==> config.mk <==
export PLATFORM = sky130hd
export DESIGN_NAME = memory_design
export DESIGN_NICKNAME = d
export VERILOG_FILES = /design/src/rtl/memory_pkg.sv /design/src/rtl/memory_array.sv /design/src/rtl/memory_design.sv
export SDC_FILE = /design/constraint.sdc
export NUM_CORES = 1
export LEC_CHECK = 0
export BUFFER_PORTS_ARGS = -buffer_cell sky130_fd_sc_hd__buf_2
export CAP_MARGIN = 20
export CORE_ASPECT_RATIO = 0.7
export CORE_MARGIN = 4
export CORE_UTILIZATION = 38
export CTS_CLUSTER_SIZE = 20
export DETAILED_ROUTE_END_ITERATION = 7
export SYNTH_ARGS = -nofsm -noshare
export SYNTH_HDL_FRONTEND = slang
export SYNTH_HIERARCHICAL = 1
export SYNTH_SLANG_ARGS = --single-unit
==> constraint.sdc <==
create_clock -name clk_i -period 1.6 [get_ports clk_i]
set_input_delay 0.16 -clock clk_i [delete_from_list [all_inputs] [get_ports clk_i]]
set_output_delay 0.16 -clock clk_i [all_outputs]
set_load 0.02 [all_outputs]
==> src/rtl/memory_pkg.sv <==
// Shared constants and request type for the memory_design scratch RAM.
// The optional address check (MEMORY_ADDR_CHECK_EN) reuses addrInRange below.
package memory_pkg;

    localparam int MEM_DEPTH_DEF = 16;
    localparam int MEM_WIDTH_DEF = 8;

    typedef enum logic {
        REQ_READ  = 1'b0,
        REQ_WRITE = 1'b1
    } req_e;

    // Non-power-of-2 depths leave the top of the address space unmapped.
    function automatic logic addrInRange(input int unsigned addr, input int unsigned depth);
        return addr < depth;
    endfunction

endpackage

==> src/rtl/memory_array.sv <==
// Port logic for the storage array: write/read strobes and the read-data mux.
// It has no handshake logic. The words themselves live in memory_design.mem so that
// hierarchical access through dut.mem reaches them.
module memory_array
    import memory_pkg::*;
#(
    parameter int DEPTH = MEM_DEPTH_DEF,
    parameter int WIDTH = MEM_WIDTH_DEF,
    parameter int AW    = $clog2(DEPTH)
) (
    input  logic [WIDTH-1:0] mem_i [0:DEPTH-1],
    input  logic             en_i,
    input  req_e             req_i,
    input  logic [AW-1:0]    addr_i,
    output logic             we_o,
    output logic             re_o,
    output logic [WIDTH-1:0] rdata_o
);

    logic inRange;

    // Out-of-range writes are dropped. Out-of-range reads still count as reads and return zero.
    always_comb begin
        inRange = addrInRange(32'(addr_i), DEPTH);
        we_o    = en_i && (req_i == REQ_WRITE) && inRange;
        re_o    = en_i && (req_i == REQ_READ);
        rdata_o = '0;
        if (inRange) begin
            rdata_o = mem_i[addr_i];
        end
    end

endmodule

==> src/rtl/memory_design.sv <==
// Single-port synchronous scratch RAM with a valid/ready request interface.
// Define MEMORY_ADDR_CHECK_EN to add err_o, which flags accepted out-of-range accesses.
module memory_design
    import memory_pkg::*;
#(
    parameter int MEMORY_DEPTH  = MEM_DEPTH_DEF,
    parameter int MEMORY_WIDTH  = MEM_WIDTH_DEF,
    parameter int ADDRESS_WIDTH = $clog2(MEMORY_DEPTH)
) (
    input  logic                     clk_i,
    input  logic                     rst_i,
    input  logic                     valid_i,
    input  logic                     wr_rd_en_i,
    input  logic [ADDRESS_WIDTH-1:0] addr_i,
    input  logic [MEMORY_WIDTH-1:0]  wdata_i,
    output logic                     ready_o,
    output logic [MEMORY_WIDTH-1:0]  rdata_o
`ifdef MEMORY_ADDR_CHECK_EN
    ,
    output logic                     err_o
`endif
);

    logic [MEMORY_WIDTH-1:0] mem [0:MEMORY_DEPTH-1];

    logic                    ready_q;
    logic                    ready_d;
    logic [MEMORY_WIDTH-1:0] rdata_q;
    logic [MEMORY_WIDTH-1:0] rdata_d;
    logic                    transfer;
    logic                    writeEn;
    logic                    readEn;
    logic [MEMORY_WIDTH-1:0] readWord;

    assign transfer = valid_i && ready_q;

    memory_array #(
        .DEPTH (MEMORY_DEPTH),
        .WIDTH (MEMORY_WIDTH),
        .AW    (ADDRESS_WIDTH)
    ) u_array (
        .mem_i   (mem),
        .en_i    (transfer),
        .req_i   (req_e'(wr_rd_en_i)),
        .addr_i  (addr_i),
        .we_o    (writeEn),
        .re_o    (readEn),
        .rdata_o (readWord)
    );

    // There are no wait states, so ready only drops while reset is held.
    always_comb begin
        ready_d = 1'b1;
        rdata_d = rdata_q;
        if (readEn) begin
            rdata_d = readWord;
        end
    end

    always_ff @(posedge clk_i) begin
        if (rst_i) begin
            ready_q <= 1'b0;
            rdata_q <= '0;
            for (int i = 0; i < MEMORY_DEPTH; i++) begin
                mem[i] <= '0;
            end
        end else begin
            ready_q <= ready_d;
            rdata_q <= rdata_d;
            if (writeEn) begin
                mem[addr_i] <= wdata_i;
            end
        end
    end

    assign ready_o = ready_q;
    assign rdata_o = rdata_q;

`ifdef MEMORY_ADDR_CHECK_EN
    logic err_q;
    logic err_d;

    // One-cycle pulse for any accepted access outside the mapped words.
    always_comb begin
        err_d = transfer && !addrInRange(32'(addr_i), MEMORY_DEPTH);
    end

    always_ff @(posedge clk_i) begin
        if (rst_i) begin
            err_q <= 1'b0;
        end else begin
            err_q <= err_d;
        end
    end

    assign err_o = err_q;
`endif

endmodule

=== After elaboration in Yosys (flattened, before gate mapping) ===
Cells that the tools add are included.

* Magnitude comparators: 2
* Muxes and demuxes: 7
* Bitwise operators: 2
* Reductions and logical operators: 4

{| class="wikitable"
|+ Operators with widths
! operator !! count
|-
| bitwise mux 128 bit || 1
|-
| binary-select mux 8 bit (select 4 bit) || 1
|-
| demux 8 bit (select 4 bit) || 1
|-
| 2-to-1 mux 8 bit || 3
|-
| >= comparator 5 bit, second input constant || 1
|-
| < comparator 5 x 1 -> 1 bit, second input constant || 1
|-
| NOT 4 -> 5 bit || 1
|-
| logical AND 1 bit || 4
|-
| 2-to-1 mux 1 bit || 1
|-
| NOT 1 bit || 1
|}

* Register bits after elaboration: 137
* Output and inout bits: 9

=== Longest topological paths before layout ===
* Depth in word-level cells: 6
* Depth in mapped cells: 7

=== Cells and area by module ===
The synthesis kept the hierarchy.

{| class="wikitable"
|+ By module, submodules not included
! module !! instances !! cells each !! area each (sq um)
|-
| memory_design || 1 || 476 || 5143.7
|-
| memory_array || 1 || 72 || 1046.0
|}

=== Worst setup path before layout ===
Ideal clock, no wire load.

* Kind: flip-flop to flip-flop
* Start: register ready_q, in the netlist ready_o
* End: register mem[112] in the netlist's numbering
* Arrival: 1537 ps
* Required time: 1528 ps
* Path slack: -9 ps
* Stages on the path, launching flop included: 7
* Path buffers: 1
* Period minus slack after synthesis: 1609 ps
* Cells stage by stage: dfxtp_1 > and2_1 > and2_1 > nor3b_4 > and2_4 > buf_6 > mux2i_1

* Word-level cells in the longest chain between the ends: 2

{| class="wikitable"
|+ RTL lines
! element !! line !! text
|-
| from (decl) || memory_design.sv:26 || <nowiki>logic ready_q;</nowiki>
|-
| from (signal assigned) || memory_design.sv:68 || <nowiki>ready_q <= ready_d;</nowiki>
|-
| logical AND 1 bit || memory_design.sv:35 || <nowiki>assign transfer = valid_i && ready_q;</nowiki>
|-
| net transfer || memory_design.sv:30 || <nowiki>logic transfer;</nowiki>
|-
| logical AND 1 bit || memory_array.sv:25 || <nowiki>we_o = en_i && (req_i == REQ_WRITE) && inRange;</nowiki>
|-
| net writeEn || memory_design.sv:31 || <nowiki>logic writeEn;</nowiki>
|-
| to (signal, indexed assignment) || memory_design.sv:71 || <nowiki>mem[addr_i] <= wdata_i;</nowiki>
|-
| to (decl) || memory_design.sv:24 || <nowiki>logic [MEMORY_WIDTH-1:0] mem [0:MEMORY_DEPTH-1];</nowiki>
|}

The timed path passes the listed nets, and every way through them passes these cells.
A chain may end at the register's enable or synchronous reset.

=== Worst setup path in the final report ===
* Start: register mem[56] in the netlist's numbering
* End: register rdata_q[0], in the netlist rdata_o[0]

* Word-level cells in the longest chain between the ends: 3

{| class="wikitable"
|+ RTL lines
! element !! line !! text
|-
| binary-select mux 8 bit (select 4 bit) || memory_array.sv:29 || <nowiki>rdata_o = mem_i[addr_i];</nowiki>
|-
| 2-to-1 mux 8 bit (not written as such) (2 in series) || memory_array.sv:29 ||
|-
| net readWord[0] || memory_design.sv:33 || <nowiki>logic [MEMORY_WIDTH-1:0] readWord;</nowiki>
|-
| to (signal assigned) || memory_design.sv:69 || <nowiki>rdata_q <= rdata_d;</nowiki>
|-
| to (decl) || memory_design.sv:28 || <nowiki>logic [MEMORY_WIDTH-1:0] rdata_q;</nowiki>
|}

The timed path passes the listed nets, and every way through them passes these cells. The select of a mux whose other input is x is not followed.

==> summary.md <==
| Metric | Value |
|---|---|
| Gr usage total | 16.3% |
| Most frequent cell after synthesis | nand2_1 |
| Combinational share of power | 4.9% |
| Vias in the first global route | approximately 4100 |
| Shortest period the worst path allows | 1540 ps |
| Worst-skew pair later-pin latency | 400 ps |
| F_max | 0.648 GHz |
| Post-Synthesis Cells | 548 |
| Endpoints failing setup | 0 |
| Final Hold Viols | 0 |
| Fillers | between 1000 and 1500 |
| Reg power frac | 42.3% |
| Synth area leaders | dfxtp_1 (44%), mux2i_1 (22%), nand2_1 (8.8%), mux4_2 (6.5%), mux4_1 (5.9%) |
| Pin count of the biggest net entering global routing | 61 |
| Final WL | about 15000 um |
| Root Buffer | clkbuf_16 |
| Top Ports | 25 |
| Final Cycle Share | 96.5% |
| # Max-Cap Violations | 0 |
| Slew headroom | about 48% |
| Yosys reg bits | 137 |
| Share of layout cells above drive strength 1 | approximately 22% |
| Fin Hold WS | roughly 130 ps |
| Share of flip-flops with an asynchronous set or reset | 0% |
| Top cells by count, synth | nand2_1 (145), dfxtp_1 (137), mux2i_1 (136), mux4_2 (18) |
| Initial Utilization | 39.3% |
| Via count | 4114 |
| Final WS setup | 55.6 ps |
| Max IR drop VDD | 0.000570 V |
| Critical path data arrival time | 1840 ps |
| Synthesized area | 6190 um2 |
| Die width | 161 um |
| Die area | 18400 um2 |
| Switching portion of total power | 21.0% |
| Drt initial violations | 294 |
| Reg clk slew, reported paths | 60 ps |
| Grt ovf | 0 |
| Dominant cell type by area after synthesis | dfxtp_1 |
| Mean Syn Cell Area | roughly 11 um2 |
| Finished Cell Area | approximately 7200 um2 |
| Sequential share of the synthesized area | approximately 44% |
| Post-synth top area share | 44.3% |
| Routed wire length per instance | 17.9 um |
| Top_reg_cell synth | dfxtp_1 |
| Layout area overhead | 16.6% |
| HPWL after DPL | 10100 um |
| Final Wtd Congestion | 0.803 |
| Net switching power | about 1.7 mW |
| Antenna violations before repair | 0 |
| Antenna Nets Post-Route | 0 |
| Worst Tran Pin Value | 782 ps |
| Crit start category | register |
| Setup bufs post-CTS | 0 |
| H-tree depth | 4 |
| CTS max path bufs | 2 |
| Crit path max fanout | 2 |
| Power per standard cell area | 1130 nW/um2 |
| Core region area | 15700 um2 |
| CTS tree | yes |
| Clock net sink count | 137 |
| Number of synthesized flops with an enable pin | 0 |
| Skew final | 6.98 ps |
| Cell Count, Final, Fillers Out | just over 800 |
| WS Path Type | register to register |
| Rows | 38 |
| # port buffers | 24 |
| Die extent in y | approximately 110 um |
| Netlist cell types | 24 |
| Status | finished clean |
| Syn nets | 564 |
| Pint | 6.42 mW |
| Worst endpoint required time | approximately 1900 ps |
| Place WS | -183 ps |
| Slew Viols, Final | 0 |
| Vias per cell | about 5 |
| Static leakage | roughly 3.6 nW |
| # nets final | 597 |
| CTS Buf Count | 17 |
| Critical path endpoint category | register |
| Drt pass-1 iters | 4 |
| Detailed-route DRC error count | 0 |
| Yosys warning count | 6 |
| # placed instances | 782 |
| RSZ-0062 raised after global routing | false |
| Type of the most critical hold path | primary input to register |
| Cell area after placement | 6550 um2 |
| ANT cells | 0 |
| First-pass GRT wire length | roughly 23000 um |
| Clock Power Share | between 50% and 60% |
[registers in the layout, indices dropped and copies added (netlist names)]
name     flops
rdata_o      8
mem        128
ready_o      1
[critical path, cell delays in order, from the launching register on]
cell and delay, ps:
dfxtp_1 320, mux4_1 520, a22oi_1 290, nand2_1 100, mux2i_1 160, nor2_1 50
[routing by layer]
metal	up-vias	routed length, um	GRT usage (%)
met2	70	6200	23.3
met1	2054	7520	24.5
li1	1983	-	-
met4	0	82	4.99
met5	-	0	0
met3	7	769	3.76
[power groups by stage]
stage                     clock (mW)  combinational [mW]  sequential [mW]
after floorplan                    0               0.277             3.51
after global placement             0               0.385             3.51
after detailed placement           0               0.394             3.51
after CTS                       4.38               0.395             3.43
after global routing            4.55               0.425             3.43
final                           4.29               0.399             3.43
[area by class of cell]
class,instances,area (um2),area share (%)
flip-flops and latches,137,2740,38.0
multi-input cells,367,3130,43.4
well taps,220,275,3.82
inverters,1,5.00,0.0694
clock inverters,12,195,2.71
clock buffers,20,457,6.33
repair buffers,57,409,5.67
[cell usage in the layout, fill, tap and decap left out, types with 2 or more instances in the layout]
cell       netlist  layout
a22oi_1         16      16
and2_4           1       3
and3b_2          2       2
buf_12           0       3
buf_2           16      24
buf_4           12      29
bufinv_16        0       5
clkbuf_16        0      17
clkbuf_8         0       2
clkinv_2         0       5
dfxtp_1        137     136
mux2i_1        136     136
mux4_1          14      14
mux4_2          18      18
nand2_1        145     145
nand2_2          4       4
nand2_4          7       7
nand3_4          4       4
nor2_1           9       9
nor2b_1          4       4
[metrics by stage]
stage	util, %	TNS, ps	total power, mW
2_1_floorplan	-	0	3.78
3_5_place_dp	41.6	-1330	3.90
3_3_place_gp	41.6	-912	3.89
4_1_cts	45.8	0	8.21
5_1_grt	45.8	0	8.41
6_report	45.8	0	8.13
[final timing paths]
check / startpoint / end / slack, ps / depth (start not counted)
max: mem[56] / rdata_o[0] / 60 / 5
min: rst_i / rdata_o[0] / 130 / 3
max reg2reg: mem[56] / rdata_o[0] / 60 / 5
min reg2reg: mem[85] / mem[85] / 450 / 2
[repair_timing]
| item | in CTS | in global routing |
|---|---|---|
| hold endpoints to repair | 0 | 0 |
| pin swaps | 0 | 2 |
| setup endpoints to repair | 9 | 28 |
| hold buffers | 0 | 0 |
| resized for setup | 1 | 3 |
[kinds of logic (layout without fill, tap and decap cells)]
family	count (synthesis)	count (layout)	share of synthesized area (%)
DFF	137	137	44.3
and+or+nand+nor	183	183	14.0
buffers and inverters	44	90	5.24
muxes	168	168	34.5
AOI/OAI and AO/OA	16	16	1.94
No activity file was read; power rests on OpenSTA's default activity.
